--- config.mk ---
export PLATFORM = sky130hd
export DESIGN_NAME = axi4_wr_aux_arbiter
export DESIGN_NICKNAME = d
export VERILOG_FILES = /design/src/rtl/axi4_wr_aux_arb_pkg.sv /design/src/rtl/axi4_wr_aux_arbiter_rr_pick.sv /design/src/rtl/axi4_wr_aux_arbiter.sv
export SDC_FILE = /design/constraint.sdc
export NUM_CORES = 1
export LEC_CHECK = 0
export ABC_AREA = 1
export BUFFER_PORTS_ARGS = -buffer_cell sky130_fd_sc_hd__clkbuf_2
export CAP_MARGIN = 20
export CORE_AREA = 2 2 101 103
export CTS_CLUSTER_SIZE = 14
export DETAILED_ROUTE_END_ITERATION = 8
export DIE_AREA = 0 0 103 105
export PLACE_DENSITY = 0.54
export SYNTH_ARGS = -nofsm -noshare
export SYNTH_HDL_FRONTEND = slang
export SYNTH_SLANG_ARGS = --single-unit
--- constraint.sdc ---
create_clock -name clock -period 5.33 [get_ports clock]
set_input_delay 0.7995 -clock clock [delete_from_list [all_inputs] [get_ports clock]]
set_output_delay 0.7995 -clock clock [all_outputs]
set_load 0.02 [all_outputs]
--- src/rtl/axi4_wr_aux_arb_pkg.sv ---
// Shared types and helpers for the write-aux request arbiter: FSM state
// encoding and the round-robin next-index function.
package axi4_wr_aux_arb_pkg;

    localparam int IDX_W = 4;

    typedef enum logic [1:0] {
        ST_IDLE      = 2'd0,
        ST_SEND      = 2'd1,
        ST_WAIT_RESP = 2'd2
    } arb_state_e;

    function automatic logic [IDX_W-1:0] rr_next(input logic [IDX_W-1:0] idx,
                                                 input logic [IDX_W:0]   num);
        logic [IDX_W:0] nxt;
        nxt = {1'b0, idx} + {{IDX_W{1'b0}}, 1'b1};
        return (nxt >= num) ? {IDX_W{1'b0}} : nxt[IDX_W-1:0];
    endfunction

endpackage

--- src/rtl/axi4_wr_aux_arbiter_rr_pick.sv ---
// Combinational round-robin selector: the first requester at or above ptr,
// wrapping modulo NUM, receives a one-hot grant.
module rr_pick
    import axi4_wr_aux_arb_pkg::*;
#(
    parameter int NUM = 4,
    parameter int PW  = 2
) (
    input  logic [NUM-1:0] req,
    input  logic [PW-1:0]  ptr,
    output logic [NUM-1:0] gnt
);

    logic          found_s;
    logic [PW:0]   sum_s;
    logic [PW-1:0] idx_s;

    // Walk the requesters in priority order starting at ptr; the first hit masks the rest.
    always_comb begin
        gnt     = {NUM{1'b0}};
        found_s = 1'b0;
        sum_s   = {(PW+1){1'b0}};
        idx_s   = {PW{1'b0}};
        for (int i = 0; i < NUM; i++) begin
            sum_s      = {1'b0, ptr} + (PW+1)'(i);
            idx_s      = (sum_s >= (PW+1)'(NUM)) ? PW'(sum_s - (PW+1)'(NUM)) : PW'(sum_s);
            gnt[idx_s] = req[idx_s] & ~found_s;
            found_s    = found_s | req[idx_s];
        end
    end

endmodule

--- src/rtl/axi4_wr_aux_arbiter.sv ---
// Round-robin arbiter feeding one {id,addr,len} request at a time to the wr-aux
// generator; optional response watchdog enabled by AXI4_WR_AUX_ARB_TIMEOUT_EN.
module axi4_wr_aux_arbiter
    import axi4_wr_aux_arb_pkg::*;
#(
    parameter int NUM     = 4,
    parameter int DSIZE   = 48,
    parameter int TIMEOUT = 4096
) (
    input  logic                 clock,
    input  logic                 rst_n,
    input  logic [NUM-1:0]       req_tvalid,
    input  logic [NUM*DSIZE-1:0] req_tdata,
    output logic [NUM-1:0]       req_tready,
    output logic                 out_tvalid,
    output logic [DSIZE-1:0]     out_tdata,
    input  logic                 out_tready,
    input  logic                 bvalid,
    input  logic                 bready,
    input  logic                 stream_en_in,
    output logic [NUM-1:0]       stream_en_out,
    output logic [NUM-1:0]       grant,
    output logic                 timeout_err
);

    localparam int PW = $clog2(NUM);
    localparam logic [IDX_W:0] NUM_W = (IDX_W+1)'(NUM);

    arb_state_e     state_q, state_d;
    logic [NUM-1:0] grant_q, grant_d;
    logic [PW-1:0]  idx_q, idx_d;
    logic [PW-1:0]  ptr_q, ptr_d;
    logic [NUM-1:0] pick_s;
    logic [PW-1:0]  pick_idx_s;
    logic [PW-1:0]  next_ptr_s;

`ifdef AXI4_WR_AUX_ARB_TIMEOUT_EN
    localparam int WW = $clog2(TIMEOUT) + 1;
    logic [WW-1:0] wdog_q, wdog_d;
    logic          timeout_q, timeout_d;
`endif

    rr_pick #(.NUM(NUM), .PW(PW)) u_rr_pick (
        .req (req_tvalid),
        .ptr (ptr_q),
        .gnt (pick_s)
    );

    // Winner index from the one-hot pick, and the pointer value after the current owner.
    always_comb begin
        pick_idx_s = {PW{1'b0}};
        for (int k = 0; k < NUM; k++) begin
            pick_idx_s = pick_idx_s | (PW'(k) & {PW{pick_s[k]}});
        end
        next_ptr_s = PW'(rr_next(IDX_W'(idx_q), NUM_W));
    end

    // Output decode: the owner's lane is routed only while a burst is in flight.
    always_comb begin
        out_tvalid    = (state_q == ST_SEND) & req_tvalid[idx_q];
        out_tdata     = {DSIZE{1'b0}};
        for (int k = 0; k < NUM; k++) begin
            out_tdata = out_tdata |
                        (req_tdata[k*DSIZE +: DSIZE] & {DSIZE{(state_q == ST_SEND) && (idx_q == PW'(k))}});
        end
        req_tready    = (state_q == ST_SEND) ? (grant_q & {NUM{out_tready}}) : {NUM{1'b0}};
        stream_en_out = (state_q != ST_IDLE) ? (grant_q & {NUM{stream_en_in}}) : {NUM{1'b0}};
        grant         = grant_q;
`ifdef AXI4_WR_AUX_ARB_TIMEOUT_EN
        timeout_err   = timeout_q;
`else
        timeout_err   = 1'b0;
`endif
    end

    // Next-state logic: arbitrate in IDLE, hold the grant through SEND, release on response.
    always_comb begin
        state_d   = state_q;
        grant_d   = grant_q;
        idx_d     = idx_q;
        ptr_d     = ptr_q;
`ifdef AXI4_WR_AUX_ARB_TIMEOUT_EN
        wdog_d    = wdog_q;
        timeout_d = 1'b0;
`endif
        case (state_q)
            ST_IDLE: begin
                if (|req_tvalid) begin
                    state_d = ST_SEND;
                    grant_d = pick_s;
                    idx_d   = pick_idx_s;
                end else begin
                    grant_d = {NUM{1'b0}};
                end
            end
            ST_SEND: begin
                if (out_tvalid && out_tready) begin
                    state_d = ST_WAIT_RESP;
`ifdef AXI4_WR_AUX_ARB_TIMEOUT_EN
                    wdog_d  = {WW{1'b0}};
`endif
                end else begin
                    state_d = ST_SEND;
                end
            end
            ST_WAIT_RESP: begin
                if (bvalid && bready) begin
                    state_d = ST_IDLE;
                    grant_d = {NUM{1'b0}};
                    ptr_d   = next_ptr_s;
                end else begin
`ifdef AXI4_WR_AUX_ARB_TIMEOUT_EN
                    if (wdog_q == WW'(TIMEOUT - 1)) begin
                        state_d   = ST_IDLE;
                        grant_d   = {NUM{1'b0}};
                        ptr_d     = next_ptr_s;
                        timeout_d = 1'b1;
                    end else begin
                        wdog_d    = wdog_q + WW'(1);
                    end
`else
                    state_d = ST_WAIT_RESP;
`endif
                end
            end
            default: begin
                state_d = ST_IDLE;
                grant_d = {NUM{1'b0}};
            end
        endcase
    end

    // Arbitration state, owner and round-robin pointer.
    always_ff @(posedge clock or negedge rst_n) begin
        if (!rst_n) begin
            state_q <= ST_IDLE;
            grant_q <= {NUM{1'b0}};
            idx_q   <= {PW{1'b0}};
            ptr_q   <= {PW{1'b0}};
        end else begin
            state_q <= state_d;
            grant_q <= grant_d;
            idx_q   <= idx_d;
            ptr_q   <= ptr_d;
        end
    end

`ifdef AXI4_WR_AUX_ARB_TIMEOUT_EN
    // Response watchdog counter and its one-cycle error pulse.
    always_ff @(posedge clock or negedge rst_n) begin
        if (!rst_n) begin
            wdog_q    <= {WW{1'b0}};
            timeout_q <= 1'b0;
        end else begin
            wdog_q    <= wdog_d;
            timeout_q <= timeout_d;
        end
    end
`endif

endmodule

* Word-level counts from Yosys, hierarchy flattened
Index checks and enable logic that the tools add are counted.
** Storage, ports and cells
- Register bits after elaboration :: 10
- Input bits :: 202
- Logic and storage cells :: 107
- Output and inout bits :: 62
** Operators by class
- Add/sub/neg operators :: 8
- Reductions and logical operators :: 17
- Bitwise logic cells :: 22
- Equal/unequal tests :: 7
- Order comparisons :: 14
- Mux-type cells :: 35
** Operators by type and width (number)
- 48-bit bitwise AND :: 4
- 48-bit OR :: 3
- 2-bit two-way mux :: 8
- 4-bit two-way mux :: 4
- 2-bit by 3-bit less-than comparator with 1-bit output (second input constant) :: 5
- 4-bit bitwise AND :: 3
- 4-bit bitwise mux :: 3
- 3-bit >= comparator (second input constant) :: 4
- 4-bit case mux with 3 select lines :: 1
- 1-bit binary-select mux with 2-bit select :: 5
- 1-bit logical AND :: 10
- 1-bit two-way mux :: 9
- 1-bit demux with 2-bit select :: 4
- 2-bit by 1-bit >= comparator with 1-bit output (second input constant) :: 4
- 2-bit by 1-bit subtractor with 2-bit output (second input constant) :: 4
- 2-bit by 1-bit adder with 3-bit output (second input constant) :: 2
- 2-bit by 2-bit adder with 3-bit output (second input constant) :: 2
- 2-bit == test (second input constant) :: 3
- 2-bit case mux with 3 select lines :: 1
- 2-bit AND reduction :: 3
- 1-bit bitwise AND :: 4
- 2-bit by 1-bit == test with 1-bit output (second input constant) :: 2
- 2-bit logical NOT :: 2
- 2-bit != test (second input constant) :: 2
- 7 further kinds :: 11

* Depth between registers and ports, before layout
Gate-level depths: netlist of run 1.
- Word-level depth :: 12
- Mapped depth :: 11
- Mapped depth without buffers :: 11

* Hierarchy
A second synthesis of run 1 with hierarchy kept.
** Second synthesis, totals
- Cell total of the unflattened synthesis :: 430
- Area, all modules :: 2296.0 um^2
** By module, submodules not included
- axi4_wr_aux_arbiter :: times used 1, area each 1834.3 um^2, sequential area each 250.2 um^2, cells each 349
- rr_pick :: times used 1, area each 461.7 um^2, sequential area each 0.0 um^2, cells each 81

* Least setup slack after synthesis of run 1
No wires, ideal clock.
- Kind :: input port to output port
- From :: input req_tvalid[1]
- To :: output out_tvalid
- Data required time :: 4.530 ns
- Path buffers :: 0
- Arrival :: 1.427 ns
- Cell stages on the path :: 4
- Setup slack :: 3.104 ns
- Path through :: inv_1 a21oi_1 o21ai_0 a21oi_1
** On the way
- Word-level cells in the longest chain between the ends :: 3
** Ends and longest elaborated chain
- start: declaration :: RTL line axi4_wr_aux_arbiter.sv:12 : input logic [NUM-1:0] req_tvalid,
- 1-bit binary-select mux with 2-bit select :: RTL line axi4_wr_aux_arbiter.sv:60 : out_tvalid = (state_q == ST_SEND) & req_tvalid[idx_q];
- 1-bit two-way mux (not written as such) :: RTL line axi4_wr_aux_arbiter.sv:60
- 1-bit bitwise AND :: RTL line axi4_wr_aux_arbiter.sv:60
- end: declaration :: RTL line axi4_wr_aux_arbiter.sv:15 : output logic out_tvalid,
No other way between the ends. The select of a mux whose other input is x is not followed.

* Worst setup path in the final report of run 1
- From :: register idx_q[1]
- To :: output out_tdata[21]
** On the way
- Word-level cells in the longest chain between the ends :: 6
- Elaborated cells between the ends (all ways) :: 15
- Those cells by class :: 3 x eq/ne; 7 x bitwise; 5 x reduce/logical
** Ends and longest elaborated chain
- start: declaration :: RTL line axi4_wr_aux_arbiter.sv:31 : logic [PW-1:0] idx_q, idx_d;
- start signal: assignment :: RTL line axi4_wr_aux_arbiter.sv:138 : idx_q <= {PW{1'b0}};
- start signal: assignment :: RTL line axi4_wr_aux_arbiter.sv:143 : idx_q <= idx_d;
- 2-bit by 1-bit == test with 1-bit output or 2-bit logical NOT (tied branches) :: RTL line axi4_wr_aux_arbiter.sv:64 : (req_tdata[k*DSIZE +: DSIZE] & {DSIZE{(state_q == ST_SEND) && (idx_q == PW'(k))}});
- 1-bit logical AND :: RTL line axi4_wr_aux_arbiter.sv:64
- 48-bit bitwise AND :: RTL line axi4_wr_aux_arbiter.sv:64
- 48-bit OR (2 in a row) :: RTL line axi4_wr_aux_arbiter.sv:63 : out_tdata = out_tdata |
- 48-bit OR (*) :: RTL line axi4_wr_aux_arbiter.sv:63
- end: declaration :: RTL line axi4_wr_aux_arbiter.sv:16 : output logic [DSIZE-1:0] out_tdata,
Mark *: on every way between the ends. The rest lies on a longest branch, timed or not.

==> results of run 1 <==
-- metal layers --
layer | GRT usage (%) | up-vias
li1 | - | 1857
met1 | 29.43 | 1639
met2 | 34.55 | 181
met3 | 6.020 | 11
met4 | 1.974 | 4
met5 | 0 | -
-- worst paths after layout --
| kind | startpoint | to | slack, ns | depth (start not counted) |
|---|---|---|---|---|
| worst max-delay path | idx_q[1] | out_tdata[21] | 2.05 | 8 |
| worst min-delay path | rst_n | grant[3] | 0.42 | 1 |
| worst max register to register | ptr_q[0] | grant[2] | 3.19 | 11 |
| worst min register to register | idx_q[1] | idx_q[1] | 0.58 | 2 |
| max in group asynchronous | rst_n | ptr_q[1] | 4.69 | 1 |
| min in group clock | idx_q[1] | idx_q[1] | 0.58 | 2 |
-- power groups by stage --
| stage | clock network, mW | logic (mW) | registers, mW |
|---|---|---|---|
| 2_1_floorplan | 0 | 1.11 | 0.151 |
| 3_3_place_gp | 0 | 1.64 | 0.148 |
| 3_5_place_dp | 0 | 1.66 | 0.152 |
| 4_1_cts | 0.0998 | 1.66 | 0.151 |
| 5_1_grt | 0.103 | 1.81 | 0.157 |
| 6_report | 0.100 | 1.65 | 0.151 |
-- cells in the mapped netlist --
master / count / area share [%]
sky130_fd_sc_hd__a21oi_1: 7 / 1.6
sky130_fd_sc_hd__buf_1: 1 / 0.18
sky130_fd_sc_hd__buf_2: 10 / 2.3
sky130_fd_sc_hd__buf_4: 3 / 1.1
sky130_fd_sc_hd__clkbuf_1: 7 / 1.2
sky130_fd_sc_hd__conb_1: 1 / 0.18
sky130_fd_sc_hd__dfrtp_1: 10 / 12
sky130_fd_sc_hd__ha_1: 11 / 6.4
sky130_fd_sc_hd__inv_1: 27 / 4.7
sky130_fd_sc_hd__inv_2: 1 / 0.18
sky130_fd_sc_hd__nand2_1: 240 / 42
sky130_fd_sc_hd__nand2_2: 1 / 0.29
sky130_fd_sc_hd__nand2_4: 2 / 1.1
sky130_fd_sc_hd__nand3_1: 16 / 3.7
sky130_fd_sc_hd__nand3_2: 2 / 0.94
sky130_fd_sc_hd__nand4_1: 52 / 15
sky130_fd_sc_hd__nor2_1: 17 / 3.0
sky130_fd_sc_hd__nor2_2: 2 / 0.59
sky130_fd_sc_hd__nor2_4: 2 / 1.1
sky130_fd_sc_hd__o21ai_0: 9 / 2.1
sky130_fd_sc_hd__o21ai_1: 1 / 0.23
-- metrics by stage --
stage	instances	instance area (sq um)	hold slack (ns)
2_1_floorplan	422	2138	0.5039
3_3_place_gp	799	3543	0.5656
3_5_place_dp	799	3543	0.5706
4_1_cts	803	3598	0.4319
5_1_grt	803	3598	0.4433
6_report	804	3601	0.4208
-- layout make-up --
cell class | instances | share of cell area, %
multi-input cells | 363 | 46.87
well taps | 133 | 4.621
inverters | 28 | 2.919
flip-flops and latches | 10 | 6.949
repair buffers | 265 | 37.04
diodes | 1 | 0.06949
clock buffers | 4 | 1.529
-- kinds of logic (layout without fill, tap and decap cells) --
kind of cell | count (synthesis) | count (layout) | share of synthesized area (%)
adders and majority gates | 11 | 11 | 6.436
and+or+nand+nor | 334 | 334 | 67.99
buffers and inverters | 49 | 297 | 9.713
other | 1 | 2 | 0.1754
AOI/OAI and AO/OA | 17 | 17 | 3.978
DFF | 10 | 10 | 11.70
-- registers in the layout, indices dropped and copies added, names as in the netlist --
name     flops
idx_q        2
state_q      2
grant        4
ptr_q        2
-- critical path: cells and delay by family (launching register included) --
family,cells,cell delay [ns]
fa+ha+maj,1,0.15
buf+inv,4,1.39
flops,1,0.42
simple gates,3,0.27
==> results.txt, run 1 <==
----------------------------------------------------
[Status]
  Outcome ... finished, final reports clean

[Pwr]
  Power per cell area ... 527.4 nW/um^2
  Sw Ratio ... 63.19%
  Static leakage power ... 2.122 nW
  Part of the total power dissipated in sequential elements ... 7.9%
  Int Power ... 0.6991 mW
  PnR Total Power ... 1.899 mW
  Share of power burned in combinational logic ... 86.8%
  Switching component of the power ... 1.200 mW
  Share of total power in the clock network ... 5.3%
  Max VDD drop ... 0.2218 mV

[Route]
  Total wirelength of the detailed-routed design ... 12,730 um
  Number of vias per cell ... 4.592
  Initial detailed-routing violation count ... 173
  Total length of routed met2 wires ... 5643 um
  Uppermost routed layer ... met5
  Vias ... 3,692
  Detailed Routing Iterations Pass 1 ... 7
  Final antenna-violating net count ... 0
  Drc violations ... 0
  Total routed wire length on the met1 layer ... 5728 um
  Routed wire length per instance ... 15.84 um
  Met3 routed WL ... 1266 um

[Logic synthesis]
  Number of distinct library cells after synthesis ... 21
  Total nets after synthesis ... 635
  Synthesized netlist cell count ... 422
  Number of synthesized register bits ... 10
  Sequential share of the synthesized area ... 11.70%
  Syn_area_per_cell ... 5.067 sq um
  YS warnings ... 0
  Netlist area before placement ... 2138 sq um

[Global route]
  First-pass GRT wire length ... 17,930 um
  Vias in the first global route ... 3,394
  Maximum number of pins on one net before global-route repair ... 49
  Aggregate global routing overflow ... 0
  Initial antenna violation count ... 4
  Global-route usage over all layers ... 21.45%

[Setup path]
  Standard cell with the maximum stage delay on the critical path ... sky130_fd_sc_hd__inv_1
  Worst endpoint data arrival time ... 2.48 ns
  Critical path class ... flop to output pin
  WP data required ... 4.53 ns
  Kind of end point of the critical path ... output pin
  Slowest stage delay, CP ... 0.75 ns
  Maximum net fanout on the critical path ... 32
  Kind of start point of the critical path ... flop
  Cell breakdown of the critical path ... inv_1 -> ha_1 -> nand2_1 -> inv_1 -> buf_4 -> nand2_1 -> nand4_1 -> clkbuf_2

[Clock network]
  CTS root buf ... sky130_fd_sc_hd__clkbuf_8
  Number of clock sinks ... 10
  Gates resized, CTS repair ... 0
  Number of levels in the clock H-tree ... 1
  Clock tree from TritonCTS ... yes
  Cts bufs inserted ... 3
  CTS Hold Buffers Added ... 0
  Clock-pin slew on the worst setup and hold paths ... 0.05 ns
  Post-CTS setup buffers ... 0
  Source-to-sink clock delay at the later pin of the worst-skew pair ... 0.24 ns
  CTS Buffer Depth ... 2

[Timing]
  Post-layout worst setup margin ... 2.048 ns
  Setup repair after global routing missed its margin ... false
  Count of final setup violators ... 0
  Period utilization ... 61.58%
  FMAX ... 0.3047 GHz
  Number of pins exceeding their max-slew limit in the final report ... 0
  Setup TNS Final ... 0 ns
  Number of hold violations in the final report ... 0
  Slew Limit Headroom ... 29.68%
  Layout Skew ... 0.0007955 ns
  Clock period minus worst slack ... 3.282 ns
  Slew @ Worst Pin ... 1.052 ns

[Placed design]
  Final estimated routing congestion in global placement ... 1.024
  Placed wire-length estimate ... 10,950 um
  Worst-case setup slack after placement ... 2.301 ns
  # port buffers ... 262

[Die]
  DIE HEIGHT ... 105 um
  Count of pins on the block boundary ... 264
  Starting Density ... 22.18%
  Placeable Area ... 9639 sq um
  Area enclosed by the die boundary ... 10,820 sq um
  X dimension of the die ... 103 um
  Standard-cell row count ... 36

[Final layout]
  Layout overhead on the synthesized area ... 68.40%
  Finished Core Util ... 37.36%
  Reg area ... 250.2 sq um
  Most used cells in the layout excluding fill and tap cells ... sky130_fd_sc_hd__clkbuf_2, sky130_fd_sc_hd__nand2_1, sky130_fd_sc_hd__nand4_1
  Total area of multi-input combinational cells ... 1688 sq um
  Commonest non-fill, non-tap cell in the layout ... sky130_fd_sc_hd__clkbuf_2
  Number of nets in the layout ... 884
  Layout cells sized above 1 ... 41.79%
  FILL cells ... 1,146

[Job]
  Max_cap viols ... 0

[Worst hold path]
  Hold Path Class ... input pin to async pin

----------------------------------------------------
Note: power is estimated with default switching activity, not from simulation.
==> run 2: changes to the inputs <==
--- a/config.mk
+++ b/config.mk
@@ -8,11 +8,11 @@
 export ABC_AREA = 1
 export BUFFER_PORTS_ARGS = -buffer_cell sky130_fd_sc_hd__clkbuf_2
 export CAP_MARGIN = 20
-export CORE_AREA = 2 2 101 103
+export CORE_AREA = 2 2 103 105
 export CTS_CLUSTER_SIZE = 14
 export DETAILED_ROUTE_END_ITERATION = 8
-export DIE_AREA = 0 0 103 105
-export PLACE_DENSITY = 0.54
+export DIE_AREA = 0 0 105 107
+export PLACE_DENSITY = 0.53
 export SYNTH_ARGS = -nofsm -noshare
 export SYNTH_HDL_FRONTEND = slang
 export SYNTH_SLANG_ARGS = --single-unit
==> constraint.sdc (replaced) <==
create_clock -name clock -period 3.29 [get_ports clock]
set_input_delay 0.4935 -clock clock [delete_from_list [all_inputs] [get_ports clock]]
set_output_delay 0.4935 -clock clock [all_outputs]
set_load 0.02 [all_outputs]
==> results.txt, run 2 (same netlist as run 1, synthesis figures left out) <==
----------------------------------------------------
[Setup path]
  Crit path buffers/inverters ... 4
  Kind of start point of the critical path ... flop
  Setup crit start ... idx_q[0]
  Slowest stage delay, CP ... 0.51 ns
  Critical path class ... flop to output pin
  Worst endpoint data arrival time ... 2.19 ns
  Critical R2R Launch ... ptr_q[0]
  Maximum net fanout on the critical path ... 30
  Kind of end point of the critical path ... output pin
  WP data required ... 2.80 ns
  Standard cell with the maximum stage delay on the critical path ... sky130_fd_sc_hd__inv_1
  Delay-heaviest family, CP ... buffers and inverters
  Cell breakdown of the critical path ... inv_1 -> ha_1 -> nand2_1 -> inv_1 -> buf_12 -> nand2_1 -> nand4_1 -> clkbuf_2

[Placed design]
  # port buffers ... 262
  Final estimated routing congestion in global placement ... 0.8953
  Worst-case setup slack after placement ... 0.8609 ns
  Placed wire-length estimate ... 11,470 um

[Die]
  Placeable Area ... 10,090 sq um
  Starting Density ... 21.19%
  DIE HEIGHT ... 107 um
  Area enclosed by the die boundary ... 11,240 sq um
  Standard-cell row count ... 37
  X dimension of the die ... 105 um
  Count of pins on the block boundary ... 264

[Timing]
  Hold WS ... 0.1192 ns
  FMAX ... 0.3733 GHz
  Number of hold violations in the final report ... 0
  Clock period minus worst slack ... 2.679 ns
  Layout Skew ... 0.002307 ns
  Count of final setup violators ... 0
  Slew @ Worst Pin ... 0.6907 ns
  Setup repair after global routing missed its margin ... false
  Slew Limit Headroom ... 53.90%
  Period utilization ... 81.42%
  Setup TNS Final ... 0 ns
  Number of pins exceeding their max-slew limit in the final report ... 0
  Post-layout worst setup margin ... 0.6113 ns

[Clock network]
  Clock tree from TritonCTS ... yes
  Post-CTS setup buffers ... 0
  Gates resized, CTS repair ... 0
  Number of levels in the clock H-tree ... 1
  CTS root buf ... sky130_fd_sc_hd__clkbuf_8
  CTS Hold Buffers Added ... 0
  Cts bufs inserted ... 3
  Number of clock sinks ... 10
  Source-to-sink clock delay at the later pin of the worst-skew pair ... 0.24 ns
  Clock-pin slew on the worst setup and hold paths ... 0.05 ns
  CTS Buffer Depth ... 2

[Final layout]
  FILL cells ... 1,158
  Number of nets in the layout ... 886
  Number of flip-flops under the largest register name ... 4
  Finished Core Util ... 36.24%
  Layout overhead on the synthesized area ... 71.04%
  Commonest non-fill, non-tap cell in the layout ... sky130_fd_sc_hd__clkbuf_2
  Most used cells in the layout excluding fill and tap cells ... sky130_fd_sc_hd__clkbuf_2, sky130_fd_sc_hd__nand2_1, sky130_fd_sc_hd__nand4_1
  Layout cells sized above 1 ... 41.96%

[Global route]
  First-pass GRT wire length ... 19,750 um
  Global-route usage over all layers ... 22.17%
  Initial antenna violation count ... 3
  Aggregate global routing overflow ... 0
  Maximum number of pins on one net before global-route repair ... 37
  Vias in the first global route ... 3,753

[Route]
  Vias ... 3,756
  Detailed Routing Iterations Pass 1 ... 4
  Final antenna-violating net count ... 0
  Drc violations ... 0
  Initial detailed-routing violation count ... 299
  Routed wire length per instance ... 16.32 um
  Total wirelength of the detailed-routed design ... 13,200 um
  Number of vias per cell ... 4.643

[Status]
  Outcome ... finished, final reports clean

[Pwr]
  Switching component of the power ... 1.965 mW
  Share of total power in the clock network ... 5.0%
  Static leakage power ... 2.142 nW
  Sw Ratio ... 62.64%
  Power per cell area ... 857.9 nW/um^2
  Max VDD drop ... 0.4246 mV
  Part of the total power dissipated in sequential elements ... 7.9%
  Int Power ... 1.172 mW
  Share of power burned in combinational logic ... 87.1%
  PnR Total Power ... 3.138 mW

[Worst hold path]
  Hold Path Class ... input pin to async pin

[Job]
  Max_cap viols ... 0

----------------------------------------------------
[run 2: changes by cell type in the layout (fill, tap and decap cells not counted), sizes merged]
cell / delta
buf: +2
[run 2: worst reg2reg max path, cell delays in order (launching register included)]
cell and delay (ns):
sky130_fd_sc_hd__dfrtp_1 0.55, sky130_fd_sc_hd__inv_2 0.20, sky130_fd_sc_hd__ha_1 0.39, sky130_fd_sc_hd__inv_1 0.12, sky130_fd_sc_hd__nand3_1 0.08, sky130_fd_sc_hd__nand2_1 0.15
sky130_fd_sc_hd__nand2_4 0.08, sky130_fd_sc_hd__nor2_1 0.14, sky130_fd_sc_hd__nand2_1 0.07, sky130_fd_sc_hd__nand3_1 0.09, sky130_fd_sc_hd__nand2_1 0.08, sky130_fd_sc_hd__o21ai_0 0.09
[run 2: power by group through the flow]
stage | logic [mW] | clock network [mW] | registers (mW)
finish | 2.73 | 0.157 | 0.247
global route | 3.03 | 0.166 | 0.257
CTS | 2.75 | 0.161 | 0.246
detailed placement | 2.74 | 0 | 0.246
global placement | 2.72 | 0 | 0.243
floorplan | 1.79 | 0 | 0.244
[run 2: final timing paths]
check	cells after the start	slack (ns)	to
min	1	0.12	grant[1]
max in group asynchronous	1	2.95	idx_q[1]
max	8	0.61	out_tdata[7]
max reg2reg	11	1.16	grant[2]
min reg2reg	2	0.60	grant[3]
min in group clock	3	0.50	state_q[1]
[run 2: metrics by stage]
| stage | cell area [sq um] | instances |
|---|---|---|
| after floorplan | 2138 | 422 |
| after global placement | 3600 | 804 |
| after detailed placement | 3600 | 804 |
| after CTS | 3655 | 808 |
| after global routing | 3657 | 809 |
| final | 3657 | 809 |
[run 2: layout make-up]
cell class / count / area (sq um) / area share [%]
repair buffers: 267 / 1386 / 37.91
inverters: 28 / 105.1 / 2.874
flip-flops and latches: 10 / 250.2 / 6.842
clock buffers: 4 / 55.05 / 1.505
diodes: 1 / 2.502 / 0.06842
multi-input cells: 363 / 1688 / 46.15
well taps: 136 / 170.2 / 4.653
[run 2: metal layers]
layer | track usage (%) | part of all wire, %
met1 | 30.36 | 44
met2 | 34.69 | 44
met3 | 5.957 | 9.4
met4 | 5.048 | 2.1
met5 | 0 | 0.23
==> run 3: changes to the inputs <==
==> constraint.sdc (replaced) <==
create_clock -name clock -period 2.7 [get_ports clock]
set_input_delay 0.405 -clock clock [delete_from_list [all_inputs] [get_ports clock]]
set_output_delay 0.405 -clock clock [all_outputs]
set_load 0.02 [all_outputs]
==> results.txt, run 3 (same netlist as run 1, synthesis figures left out) <==
----------------------------------------------------
[Status]
  Outcome ... finished, final reports clean

[Die]
  X dimension of the die ... 105 um
  Placeable Area ... 10,090 sq um
  Area enclosed by the die boundary ... 11,240 sq um
  Count of pins on the block boundary ... 264
  DIE HEIGHT ... 107 um
  Starting Density ... 21.19%
  Standard-cell row count ... 37

[Timing]
  FMAX ... 0.4342 GHz
  Setup repair after global routing missed its margin ... false
  Number of pins exceeding their max-slew limit in the final report ... 0
  Layout Skew ... 0.0008036 ns
  Count of final setup violators ... 0
  Setup TNS Final ... 0 ns
  Clock period minus worst slack ... 2.303 ns
  Period utilization ... 85.29%
  Number of hold violations in the final report ... 0

[Global route]
  Global-route usage over all layers ... 21.95%
  Aggregate global routing overflow ... 0
  Vias in the first global route ... 3,653
  First-pass GRT wire length ... 19,490 um
  Maximum number of pins on one net before global-route repair ... 49
  Initial antenna violation count ... 3

[Setup path]
  Kind of end point of the critical path ... output pin
  Kind of start point of the critical path ... flop
  Critical path class ... flop to output pin
  WP data required ... 2.30 ns
  Maximum net fanout on the critical path ... 35
  Worst reg2reg path depth ... 11
  Worst endpoint data arrival time ... 1.90 ns
  Critical R2R Launch ... ptr_q[0]
  Reg2Reg Capture Point ... grant[1]
  Reg-to-reg setup timing slack ... 0.63 ns

[Job]
  Max_cap viols ... 0

[Clock network]
  Source-to-sink clock delay at the later pin of the worst-skew pair ... 0.24 ns
  Cts bufs inserted ... 3
  Post-CTS setup buffers ... 0
  Number of levels in the clock H-tree ... 1
  CTS root buf ... sky130_fd_sc_hd__clkbuf_8
  CTS Buffer Depth ... 2
  Clock-pin slew on the worst setup and hold paths ... 0.05 ns
  Clock tree from TritonCTS ... yes
  Gates resized, CTS repair ... 0
  CTS Hold Buffers Added ... 0
  Number of clock sinks ... 10

[Final layout]
  Finished Core Util ... 36.14%
  Layout cells sized above 1 ... 42.14%
  Number of flip-flops under the largest register name ... 4
  Number of nets in the layout ... 888
  Most used cells in the layout excluding fill and tap cells ... sky130_fd_sc_hd__clkbuf_2, sky130_fd_sc_hd__nand2_1, sky130_fd_sc_hd__nand4_1
  Layout overhead on the synthesized area ... 70.57%
  Commonest non-fill, non-tap cell in the layout ... sky130_fd_sc_hd__clkbuf_2

[Route]
  Initial detailed-routing violation count ... 294
  Number of vias per cell ... 4.613
  Total wirelength of the detailed-routed design ... 13,170 um
  Drc violations ... 0
  Final antenna-violating net count ... 0
  Vias ... 3,741
  Routed wire length per instance ... 16.24 um
  Detailed Routing Iterations Pass 1 ... 4

[Pwr]
  Static leakage power ... 2.146 nW
  Max VDD drop ... 0.4296 mV
  Power per cell area ... 1046 nW/um^2

[Placed design]
  Final estimated routing congestion in global placement ... 0.8896
  # port buffers ... 262
  Placed wire-length estimate ... 11,370 um

[Worst hold path]
  Hold Path Class ... input pin to async pin

----------------------------------------------------
## run 3: worst max path at each step
stage / to / slack, ns / cells after the start / start
6_report: out_tdata[32] / 0.40 / 8 / idx_q[1]
5_1_grt: out_tdata[32] / 0.21 / 8 / idx_q[1]
4_1_cts: out_tdata[32] / 0.40 / 8 / idx_q[1]
3_5_place_dp: grant[1] / 0.65 / 11 / ptr_q[0]
3_3_place_gp: out_tdata[42] / 0.69 / 7 / state_q[1]
2_1_floorplan: out_tdata[15] / 0.89 / 8 / idx_q[0]
## run 3: worst max-delay path, stage by stage, from the launching register on
cell	delay (ns)
sky130_fd_sc_hd__dfrtp_1	0.42
sky130_fd_sc_hd__inv_1	0.12
sky130_fd_sc_hd__ha_1	0.15
sky130_fd_sc_hd__nand2_1	0.05
sky130_fd_sc_hd__inv_1	0.08
sky130_fd_sc_hd__buf_4	0.33
sky130_fd_sc_hd__nand2_1	0.17
sky130_fd_sc_hd__nand4_1	0.14
sky130_fd_sc_hd__clkbuf_2	0.18
## run 3: layer usage
layer / part of all wire [%] / track usage [%] / vias to the layer above
met4: 2.1 / 4.667 / 4
met1: 45 / 30.88 / 1667
met2: 43 / 33.26 / 189
li1: - / - / 1863
met5: 0.15 / 0 / -
met3: 10 / 6.201 / 18
## run 3: where the power goes
| part | total (mW) | leakage (nW) | internal (mW) | switching (mW) |
|---|---|---|---|---|
| registers | 0.301 | 0.125 | 0.212 | 0.0885 |
| clock network | 0.190 | 0.0288 | 0.128 | 0.0612 |
| logic | 3.33 | 1.99 | 1.07 | 2.25 |
## run 3: through the flow
step                setup slack (ns)  hold slack (ns)  cells  instance area (sq um)  total power, mW
floorplan                     0.8915           0.1094    422                   2138            2.484
global placement              0.6896           0.2822    806                   3590            3.593
detailed placement            0.6518           0.2912    806                   3590            3.619
CTS                           0.3998          0.03340    810                   3645            3.823
global route                  0.2111          0.04715    811                   3647            4.181
finish                        0.3971          0.02987    811                   3647            3.816
## run 3: final cells by class
cell class                      count  area, sq um
Timing Repair Buffer              269         1376
Fill cell                        1206         6445
Tap cell                          136        170.2
Multi-Input combinational cell    363         1688
Antenna cell                        1        2.502
Clock buffer                        4        55.05
Sequential cell                    10        250.2
Inverter                           28        105.1
